<file path="src/rtl/hazard_ctrl_if.sv">
// rtl/hazard_ctrl_if.sv - pipeline-side bundle of hazard controller inputs and controls
interface hazard_ctrl_if;
    logic [4:0]  id_rs;
    logic [4:0]  id_rt;
    logic [4:0]  ex_rs;
    logic [4:0]  ex_rt;
    logic [4:0]  ex_rd;
    logic        ex_regwrite;
    logic        ex_memread;
    logic [4:0]  mem_rd;
    logic        mem_regwrite;
    logic [4:0]  wb_rd;
    logic        wb_regwrite;
    logic        mc_start;
    logic        branch_taken;

    logic        pc_stall;
    logic        if_id_stall;
    logic        id_ex_bubble;
    logic        if_id_flush;
    logic        ex_hold;
    logic        ex_mem_bubble;
    logic [1:0]  fwd_d1_ctrl;
    logic [1:0]  fwd_d2_ctrl;
    logic        busy;
    logic [15:0] stall_count;

    modport master (
        output id_rs, id_rt, ex_rs, ex_rt, ex_rd, ex_regwrite, ex_memread,
               mem_rd, mem_regwrite, wb_rd, wb_regwrite, mc_start, branch_taken,
        input  pc_stall, if_id_stall, id_ex_bubble, if_id_flush, ex_hold,
               ex_mem_bubble, fwd_d1_ctrl, fwd_d2_ctrl, busy, stall_count
    );

    modport slave (
        input  id_rs, id_rt, ex_rs, ex_rt, ex_rd, ex_regwrite, ex_memread,
               mem_rd, mem_regwrite, wb_rd, wb_regwrite, mc_start, branch_taken,
        output pc_stall, if_id_stall, id_ex_bubble, if_id_flush, ex_hold,
               ex_mem_bubble, fwd_d1_ctrl, fwd_d2_ctrl, busy, stall_count
    );
endinterface

</file>
<file path="src/rtl/hazard_ctrl.sv">
// rtl/hazard_ctrl.sv - forwarding, load-use/branch hazards and multicycle EX stall control
module hazard_ctrl #(
    parameter int unsigned MC_LATENCY = 4
) (
    input  logic        clock,
    input  logic        reset,
    hazard_ctrl_if.slave hz
);

    typedef enum logic {RUN, MC_BUSY} state_t;

    localparam logic [3:0] CNT_LOAD = 4'(MC_LATENCY - 2);

    state_t      state, state_next;
    logic [3:0]  cnt, cnt_next;
    logic [15:0] stall_count;
    logic        lu;
    logic        pc_stall, if_id_stall, id_ex_bubble, if_id_flush, ex_hold, ex_mem_bubble;

    // The newer producer (EX/MEM) shadows the older one; r0 is hardwired zero and never forwards.
    function automatic logic [1:0] fwd_sel(input logic [4:0] src,
                                           input logic [4:0] m_rd, input logic m_we,
                                           input logic [4:0] w_rd, input logic w_we);
        if (m_we && (m_rd != 5'd0) && (m_rd == src))
            return 2'd1;
        else if (w_we && (w_rd != 5'd0) && (w_rd == src))
            return 2'd2;
        else
            return 2'd0;
    endfunction

    assign hz.fwd_d1_ctrl = fwd_sel(hz.ex_rs, hz.mem_rd, hz.mem_regwrite, hz.wb_rd, hz.wb_regwrite);
    assign hz.fwd_d2_ctrl = fwd_sel(hz.ex_rt, hz.mem_rd, hz.mem_regwrite, hz.wb_rd, hz.wb_regwrite);

    always_comb begin
        state_next    = state;
        cnt_next      = cnt;
        pc_stall      = 1'b0;
        if_id_stall   = 1'b0;
        id_ex_bubble  = 1'b0;
        if_id_flush   = 1'b0;
        ex_hold       = 1'b0;
        ex_mem_bubble = 1'b0;
        lu = (state == RUN) && hz.ex_memread && hz.ex_regwrite && (hz.ex_rd != 5'd0) &&
             ((hz.ex_rd == hz.id_rs) || (hz.ex_rd == hz.id_rt));

        if (!reset) begin
            case (state)
                RUN: begin
                    // A taken branch squashes the younger instructions, so nothing behind it may stall.
                    if (hz.branch_taken) begin
                        if_id_flush  = 1'b1;
                        id_ex_bubble = 1'b1;
                    end else if (hz.mc_start) begin
                        pc_stall      = 1'b1;
                        if_id_stall   = 1'b1;
                        ex_hold       = 1'b1;
                        ex_mem_bubble = 1'b1;
                        state_next    = MC_BUSY;
                        cnt_next      = CNT_LOAD;
                    end else if (lu) begin
                        pc_stall     = 1'b1;
                        if_id_stall  = 1'b1;
                        id_ex_bubble = 1'b1;
                    end
                end
                MC_BUSY: begin
                    if (cnt != 4'd0) begin
                        pc_stall      = 1'b1;
                        if_id_stall   = 1'b1;
                        ex_hold       = 1'b1;
                        ex_mem_bubble = 1'b1;
                        cnt_next      = cnt - 4'd1;
                    end else begin
                        state_next = RUN;
                    end
                end
                default: state_next = RUN;
            endcase
        end
    end

    always_ff @(posedge clock) begin
        if (reset) begin
            state       <= RUN;
            cnt         <= 4'd0;
            stall_count <= 16'd0;
        end else begin
            state <= state_next;
            cnt   <= cnt_next;
            if (pc_stall && (stall_count != 16'hFFFF))
                stall_count <= stall_count + 16'd1;
        end
    end

    assign hz.pc_stall      = pc_stall;
    assign hz.if_id_stall   = if_id_stall;
    assign hz.id_ex_bubble  = id_ex_bubble;
    assign hz.if_id_flush   = if_id_flush;
    assign hz.ex_hold       = ex_hold;
    assign hz.ex_mem_bubble = ex_mem_bubble;
    assign hz.busy          = (state == MC_BUSY) && !reset;
    assign hz.stall_count   = stall_count;

endmodule

</file>
<file path="src/flat_wrapper.sv">
// flat-port wrapper written by rule: the top's interface ports become plain ports
module hazard_ctrl_flat 
#(
    parameter int unsigned MC_LATENCY = 4
)
  (clock, reset, hz_id_rs, hz_id_rt, hz_ex_rs, hz_ex_rt, hz_ex_rd, hz_ex_regwrite, hz_ex_memread, hz_mem_rd, hz_mem_regwrite, hz_wb_rd, hz_wb_regwrite, hz_mc_start, hz_branch_taken, hz_pc_stall, hz_if_id_stall, hz_id_ex_bubble, hz_if_id_flush, hz_ex_hold, hz_ex_mem_bubble, hz_fwd_d1_ctrl, hz_fwd_d2_ctrl, hz_busy, hz_stall_count);
  hazard_ctrl_if hz_i ();
  input  logic clock;
  input  logic reset;
  input wire logic [$bits(hz_i.id_rs)-1:0] hz_id_rs;
  input wire logic [$bits(hz_i.id_rt)-1:0] hz_id_rt;
  input wire logic [$bits(hz_i.ex_rs)-1:0] hz_ex_rs;
  input wire logic [$bits(hz_i.ex_rt)-1:0] hz_ex_rt;
  input wire logic [$bits(hz_i.ex_rd)-1:0] hz_ex_rd;
  input wire logic [$bits(hz_i.ex_regwrite)-1:0] hz_ex_regwrite;
  input wire logic [$bits(hz_i.ex_memread)-1:0] hz_ex_memread;
  input wire logic [$bits(hz_i.mem_rd)-1:0] hz_mem_rd;
  input wire logic [$bits(hz_i.mem_regwrite)-1:0] hz_mem_regwrite;
  input wire logic [$bits(hz_i.wb_rd)-1:0] hz_wb_rd;
  input wire logic [$bits(hz_i.wb_regwrite)-1:0] hz_wb_regwrite;
  input wire logic [$bits(hz_i.mc_start)-1:0] hz_mc_start;
  input wire logic [$bits(hz_i.branch_taken)-1:0] hz_branch_taken;
  output wire logic [$bits(hz_i.pc_stall)-1:0] hz_pc_stall;
  output wire logic [$bits(hz_i.if_id_stall)-1:0] hz_if_id_stall;
  output wire logic [$bits(hz_i.id_ex_bubble)-1:0] hz_id_ex_bubble;
  output wire logic [$bits(hz_i.if_id_flush)-1:0] hz_if_id_flush;
  output wire logic [$bits(hz_i.ex_hold)-1:0] hz_ex_hold;
  output wire logic [$bits(hz_i.ex_mem_bubble)-1:0] hz_ex_mem_bubble;
  output wire logic [$bits(hz_i.fwd_d1_ctrl)-1:0] hz_fwd_d1_ctrl;
  output wire logic [$bits(hz_i.fwd_d2_ctrl)-1:0] hz_fwd_d2_ctrl;
  output wire logic [$bits(hz_i.busy)-1:0] hz_busy;
  output wire logic [$bits(hz_i.stall_count)-1:0] hz_stall_count;
  assign hz_i.id_rs = hz_id_rs;
  assign hz_i.id_rt = hz_id_rt;
  assign hz_i.ex_rs = hz_ex_rs;
  assign hz_i.ex_rt = hz_ex_rt;
  assign hz_i.ex_rd = hz_ex_rd;
  assign hz_i.ex_regwrite = hz_ex_regwrite;
  assign hz_i.ex_memread = hz_ex_memread;
  assign hz_i.mem_rd = hz_mem_rd;
  assign hz_i.mem_regwrite = hz_mem_regwrite;
  assign hz_i.wb_rd = hz_wb_rd;
  assign hz_i.wb_regwrite = hz_wb_regwrite;
  assign hz_i.mc_start = hz_mc_start;
  assign hz_i.branch_taken = hz_branch_taken;
  assign hz_pc_stall = hz_i.pc_stall;
  assign hz_if_id_stall = hz_i.if_id_stall;
  assign hz_id_ex_bubble = hz_i.id_ex_bubble;
  assign hz_if_id_flush = hz_i.if_id_flush;
  assign hz_ex_hold = hz_i.ex_hold;
  assign hz_ex_mem_bubble = hz_i.ex_mem_bubble;
  assign hz_fwd_d1_ctrl = hz_i.fwd_d1_ctrl;
  assign hz_fwd_d2_ctrl = hz_i.fwd_d2_ctrl;
  assign hz_busy = hz_i.busy;
  assign hz_stall_count = hz_i.stall_count;
  hazard_ctrl #(.MC_LATENCY(MC_LATENCY)) u_core (.clock(clock), .reset(reset), .hz(hz_i));
endmodule
</file>
<file path="config.mk">
export PLATFORM = sky130hd
export DESIGN_NAME = hazard_ctrl_flat
export DESIGN_NICKNAME = d
export VERILOG_FILES = /design/src/rtl/hazard_ctrl_if.sv /design/src/rtl/hazard_ctrl.sv /design/src/flat_wrapper.sv
export SDC_FILE = /design/constraint.sdc
export NUM_CORES = 1
export LEC_CHECK = 0
export ABC_AREA = 1
export CORE_ASPECT_RATIO = 2
export CORE_MARGIN = 8
export CORE_UTILIZATION = 44
export DETAILED_ROUTE_END_ITERATION = 7
export PLACE_DENSITY = 0.89
export SKIP_LAST_GASP = 1
export SLEW_MARGIN = 0
export SYNTH_ARGS = -nofsm -noshare
export SYNTH_HDL_FRONTEND = slang
export SYNTH_SLANG_ARGS = --single-unit
</file>
<file path="constraint.sdc">
create_clock -name clock -period 2.8 [get_ports clock]
set_clock_uncertainty 0.2 [all_clocks]
set_input_delay 0.7 -clock clock [delete_from_list [all_inputs] [get_ports clock]]
set_output_delay 0.7 -clock clock [all_outputs]
set_load 0.05 [all_outputs]
</file>
==> results of run 1 <==
==> layout by cell type, fill, tap and decap left out, types with 2 or more instances in the layout <==
cell             netlist  routed
nand3_2                3       3
nor2_2                 2       2
nor4_4                 0       2
ha_1                   3       3
nand3_1               11      11
nor2_4                 0       4
dfxtp_1               21      21
dlygate4sd2_1          0      19
inv_1                 34      34
a21oi_1               14      14
a31oi_1                3       3
buf_12                 0      11
o21ai_0                2       2
buf_4                  2      20
xor2_1                17      17
nand2_2                1       2
nor2_1                31      27
clkdlybuf4s50_1        0      33
nand2_1               67      65
clkbuf_8               0       3
nor4_1                 4       2
xnor2_1               16      16
clkbuf_2               0       5
nand4_1               19      19
nor3_1                 5       5
==> cell type report <==
class                           count  area (um2)  share of cell area
Multi-Input combinational cell    209        1270               0.447
Timing Repair Buffer               90         913               0.322
Sequential cell                    21         420               0.148
Inverter                           34         128              0.0450
Tap cell                           51        63.8              0.0225
Clock buffer                        4        45.0              0.0159
==> kinds of logic (layout without fill, tap and decap cells) <==
family	Yosys count	count (layout)	share of synthesized area
buffers and inverters	42	128	0.100
AND/OR/NAND/NOR	148	148	0.388
adder cells (fa/ha/maj)	3	3	0.0215
AO/OA/AOI/OAI	25	25	0.0838
flip-flops	21	21	0.241
XOR/XNOR	33	33	0.165
==> timing repair <==
item	CTS	global route
setup buffers	5	1
pin swaps	15	7
gates resized for setup	33	12
setup endpoints to repair	7	9
hold endpoints to repair	0	0
==> state kept, by name, summed over array words and instances (netlist names) <==
signal,flops
u_core.hz.stall_count,16
u_core.cnt,4
u_core.state,1
==> worst max path at each step <==
stage	startpoint	endpoint	slack [ps]	cells past startpoint
2_1_floorplan	hz_ex_rd[4]	hz_id_ex_bubble	-30	8
3_3_place_gp	hz_ex_rd[0]	hz_id_ex_bubble	-260	10
3_5_place_dp	hz_ex_rd[4]	hz_id_ex_bubble	-340	10
4_1_cts	hz_mem_regwrite	hz_fwd_d1_ctrl[1]	-280	7
5_1_grt	hz_ex_rs[0]	hz_fwd_d1_ctrl[1]	-310	6
6_report	hz_wb_rd[3]	hz_fwd_d1_ctrl[1]	-250	6
==> layer usage <==
metal,global-route usage,routed length [um],up-vias,part of all wire
li1,-,-,1061,-
met1,0.170,2000,992,0.32
met2,0.392,3610,93,0.57
met3,0.0356,424,21,0.067
met4,0.104,290,0,0.046
met5,0,0,-,0
==> through the flow <==
step | hold WS [ps] | total power [mW]
after floorplan | 240 | 0.478
after global placement | 255 | 0.627
after detailed placement | 265 | 0.637
after CTS | 280 | 0.832
after global routing | 298 | 0.868
final | 281 | 0.831
==> where the power goes <==
group          switching (mW)  internal, mW  leakage [nW]  total, mW
Combinational           0.166         0.145          1.03      0.310
Clock                   0.101         0.102        0.0228      0.203
Sequential             0.0101         0.308         0.170      0.318
==> impl_results.md, run 1 <==
* Status: finished with violations
* Failing checks: negative setup slack
* All-Layer GR Usage at 0.199
* Post-synth EDFFs at 0
* Capture point of the worst reg-to-reg path: u_core.hz.stall_count[5]$_SDFFE_PP0P_
* Initial core utilization at 0.454
* Post-Syn Area at about 0.0017 mm2
* Library cells used by synthesis at 30
* Routability cong. at 0.882
* Slew @ Worst Pin at between 500 and 600 ps
* Hold Path Stages at 1
* Port bufs at between 60 and 70
* R2R Path Start: u_core.hz.stall_count[0]$_SDFFE_PP0P_
* Max Fclk at approximately 0.33 GHz
* CTS H-tree lvls at 1
* Top cells by area, synth: dfxtp_1 (24%), nand2_1 (14%), xor2_1 (8.5%), xnor2_1 (8.0%), inv_1 (7.3%)
* CTS tree: done
* Endpoints failing hold at 0
* HP Start: u_core.cnt[0]$_SDFFE_PP0P_
* Crit share post-route at 1.09
* Number of remaining DRC errors at 0
* Vias in the first global route at approximately 2200
* Rows at 32
* Overflow after GRT at 0
* Largest net degree at the start of global routing at 18
* Cell Chain, Critical Path: clkdlybuf4s50_1 -> xor2_1 -> nor4_1 -> nand3_1 -> nor2_4 -> buf_12
* Async SR Flop Fraction at 0
* TNS Setup at -785 ps
* Dpl hpwl at about 5000 um
* # setup viols final at 4
* CTS buffer count at 3
* Buf+Inv Stages, Crit Path at 2
* Syn Inst Count at roughly 270
* Worst Hold End: u_core.cnt[0]$_SDFFE_PP0P_
* Root buf cell: clkbuf_8
* Worst setup margin at -247 ps
* Layout area overhead at 62.5%
* P_leak at roughly 1.2 nW
* Fin. max-slew vios at 0
* Max Buffers Root-to-Sink at 2
* First-pass GRT wire length at about 10000 um
* Die X at approximately 61 um
* CP Capture Type: primary output
* Antenna Cells at 0
* Fillers at between 300 and 400
* Post-synthesis sequential area ratio at 0.241
* DIE HEIGHT at 105 um
* Hold crit path type: register to register
* Startpoint Class: input pin
* Iteration-0 DRC Markers at approximately 110
* Via-to-Cell Ratio at around 5.3
* Share of cells above drive strength 1 at 0.173
* Unrepaired setup endpoints after global routing: true
* Slowest CP cell: clkdlybuf4s50_1
* Place WS at -339 ps
* Synth cell count leaders: nand2_1 (67), inv_1 (34), nor2_1 (31), dfxtp_1 (21), nand4_1 (19)
* Syn_area_per_cell at around 6.4 um2
* Clk slew on worst S/H paths at 70 ps
* Required time of the worst setup path at around 1900 ps
* Mapped Nets at about 320
* Clk_lat worst skew at 260 ps
* Cell accounting for the most synthesized area: dfxtp_1
* Reg-to-reg slack, setup at ~430 ps
* Critical path's top delay family: simple AND/OR/NAND/NOR gates
* Drt wl/cell at 15.5 um
* Placed instance count at between 400 and 500
* Synth Flop Type: dfxtp_1
* Yosys Warn Count at 0
* Die area at between 0.006 and 0.007 mm2
* Final instance area at about 0.0028 mm2
* Minimum clock period at between 3000 and 4000 ps
* Initial antenna violation count at 0
* Max capacitance violation total at 0
* Reg2reg path depth at 9
* Antenna violation net count after detailed routing at 0
* FF+latch count, synth at 21
* Core ar. at 0.00384 mm2
* Most numerous cell in the Yosys netlist: nand2_1
* DR vias at 2167
* First drt pass iteration count at 4
* Synth top area share at 0.241
* CP max FO at 3
* Placed Area at about 0.0028 mm2
* Worst path max stage delay at 470 ps
* Final #Nets at around 410
* Critical Path AT at 2150 ps
* Final wirelength at about 6300 um
* Fin cells at a little over 400
* Worst slew margin at 0.634
* Worst VDD drop at approximately 0.00032 V
* Hold-fix buffers, CTS at 0
* Clock net sink count at 21
* Pwr Density at around 290 mW/mm2
* Crit Path Class: input pin to primary output
* Post-layout util at 0.738
* I/O Pins at 70
Power figures use the tool's default switching activity.
==> run 2: changes to the inputs <==
CELL_PAD_IN_SITES_DETAIL_PLACEMENT = 1   (was unset)
CELL_PAD_IN_SITES_GLOBAL_PLACEMENT = 1   (was unset)
CORE_UTILIZATION = 29   (was 44)
CTS_CLUSTER_DIAMETER = 60   (was unset)
PLACE_DENSITY = 0.84   (was 0.89)
==> impl_results.md, run 2 (synthesized netlist as in run 1, its figures left out) <==
* Critical Path AT at 2080 ps (-70 ps)
* Overflow after GRT at 0 (unchanged)
* Clock net sink count at 21 (unchanged)
* Max capacitance violation total at 0 (unchanged)
* Share of cells above drive strength 1 at 0.214 (+0.0407)
* Capture point of the worst reg-to-reg path: u_core.hz.stall_count[2]$_SDFFE_PP0P_
* Antenna violation net count after detailed routing at 0 (unchanged)
* Via-to-Cell Ratio at 5.10 (-3.8%)
* CTS buffer count at 3 (unchanged)
* # setup viols final at 4 (unchanged)
* Fin. max-slew vios at 0 (unchanged)
* Max reg flops at 16 (unchanged)
* Hold-fix buffers, CTS at 0 (unchanged)
* Met3 WL at 399 um (-5.9%)
* Reg2reg path depth at 11 (+2)
* HP Start: u_core.hz.stall_count[15]$_SDFFE_PP0P_
* Crit Path Class: input pin to primary output
* Iteration-0 DRC Markers at 57 (-47%)
* Startpoint Class: input pin
* Rows at 40 (+25%)
* Metal2 WL at 3610 um (about the same)
* Initial antenna violation count at 0 (unchanged)
* CP Capture Type: primary output
* Final instance area at 0.00290 mm2 (+2.2%)
* Place WS at -350 ps (-10.7 ps)
* Hold Path Stages at 2 (+1)
* Max Fclk at 0.336 GHz (+2.3%)
* Worst VDD drop at 0.000252 V (-22%)
* Antenna Cells at 0 (unchanged)
* All-Layer GR Usage at 0.154 (-0.0442)
* Layout area overhead at 66.0%
* Crit share post-route at 1.06 (-0.0242)
* Max Buffers Root-to-Sink at 2 (unchanged)
* I/O Pins at 70 (unchanged)
* Routability cong. at 0.879 (-0.37%)
* Hold crit path type: register to register
* Minimum clock period at 2980 ps (-67.8 ps)
* Core ar. at 0.00591 mm2 (+54%)
* P_leak at 1.27 nW (+4.0%)
* Met1 WL at 2840 um (+42%)
* Initial core utilization at 0.296 (-0.159)
* Largest net degree at the start of global routing at 18 (unchanged)
* Most frequent cells in the layout: nand2_1 (63), inv_1 (32), nor2_1 (28)
* Port bufs at 69 (unchanged)
* Placed Area at 0.00283 mm2 (+1.6%)
* Worst Hold End: u_core.hz.stall_count[15]$_SDFFE_PP0P_
* Drt wl/cell at 16.5 um (+6.9%)
* Pwr Density at 326 mW/mm2 (+11%)
* Reg-to-reg slack, setup at 570 ps (+140 ps)
* DR top layer: met4
* First drt pass iteration count at 4 (unchanged)
* Slew @ Worst Pin at 599 ps (+53.4 ps)
* Vias in the first global route at 2422 (+10%)
* Worst slew margin at 0.598 (-0.0359)
* Largest Register: u_core.hz.stall_count
* Status: finished with violations
* Root buf cell: clkbuf_16
* DR vias at 2156 (-0.51%)
* TNS Setup at -524 ps (+260 ps)
* Number of remaining DRC errors at 0 (unchanged)
* CTS tree: done
* Final wirelength at 6990 um (+11%)
* Required time of the worst setup path at 1900 ps (about the same)
* DIE HEIGHT at 126 um (+20%)
* Final #Nets at 407 (+0.49%)
* R2R Path Start: u_core.cnt[0]$_SDFFE_PP0P_
* CTS H-tree lvls at 1 (unchanged)
* Dpl hpwl at 5630 um (+9.7%)
* Commonest non-fill, non-tap cell in the layout: nand2_1
* Worst setup margin at -179 ps (+67.8 ps)
* First-pass GRT wire length at 11400 um (+14%)
* CP max FO at 2 (-1)
* Endpoints failing hold at 0 (unchanged)
* Clk_lat worst skew at 260 ps (about the same)
* Clk slew on worst S/H paths at 60 ps (about the same)
* Regs by FF count: u_core.hz.stall_count x16, u_core.cnt x4, u_core.state x1
* Unrepaired setup endpoints after global routing: true
* Die area at 0.00891 mm2 (+40%)
* Failing checks: negative setup slack
* Die X at 70.9 um (+17%)
run 2: power breakdown:
group / total (mW) / internal (mW) / switching, mW
combinational: 0.320 / 0.146 / 0.175
clock: 0.305 / 0.194 / 0.111
sequential: 0.319 / 0.308 / 0.0112
run 2: metal layers:
metal  vias up  global-route usage
met5         -                   0
met4         0              0.0470
met3        14              0.0405
met2        59               0.275
met1      1022               0.171
li1       1061                   -
run 2: how the worst max path moves through the flow:
| stage | startpoint | to | slack (ps) | cells after the start |
|---|---|---|---|---|
| after floorplan | hz_ex_rd[4] | hz_id_ex_bubble | -30 | 8 |
| after global placement | hz_mem_rd[0] | hz_fwd_d2_ctrl[1] | -310 | 6 |
| after detailed placement | hz_mem_rd[0] | hz_fwd_d1_ctrl[1] | -350 | 7 |
| after CTS | hz_ex_rt[3] | hz_fwd_d2_ctrl[1] | -190 | 5 |
| after global routing | hz_ex_rt[2] | hz_fwd_d2_ctrl[1] | -240 | 6 |
| final | hz_ex_rt[2] | hz_fwd_d2_ctrl[1] | -180 | 6 |
run 2: timing repair:
item                       in CTS  in global routing
buffers inserted                2                  0
setup endpoints to repair       9                  9
resized for setup              49                 28
pin swaps                      22                 18
run 2: final cells by class:
cell class | instances | area [um2]
inverter | 34 | 128
multi-input combinational | 209 | 1290
fill | 742 | 3010
timing repair buffer | 92 | 908
tap | 63 | 78.8
sequential | 21 | 420
clock buffer | 4 | 78.8
run 2: per-stage QoR:
stage                     hold WS [ps]  instances  power (mW)  utilization
after floorplan                    240        272       0.478            -
after CTS                          316        423       0.952        0.494
after global routing               347        423       0.988        0.491
after detailed placement           298        418       0.649        0.479
final                              310        423       0.944        0.491
after global placement             265        418       0.632        0.479
run 2: critical path, stage by stage:
cell and delay (ps):
clkdlybuf4s50_1 470, xor2_1 190, nor3_1 220, nand4_1 190, nor2_4 150, buf_12 140
==> run 3: changes to the inputs <==
SLEW_MARGIN = 10   (was 0)
==> results of run 3 <==
The final DEF is identical to that of run 2; final timing and power are the same.
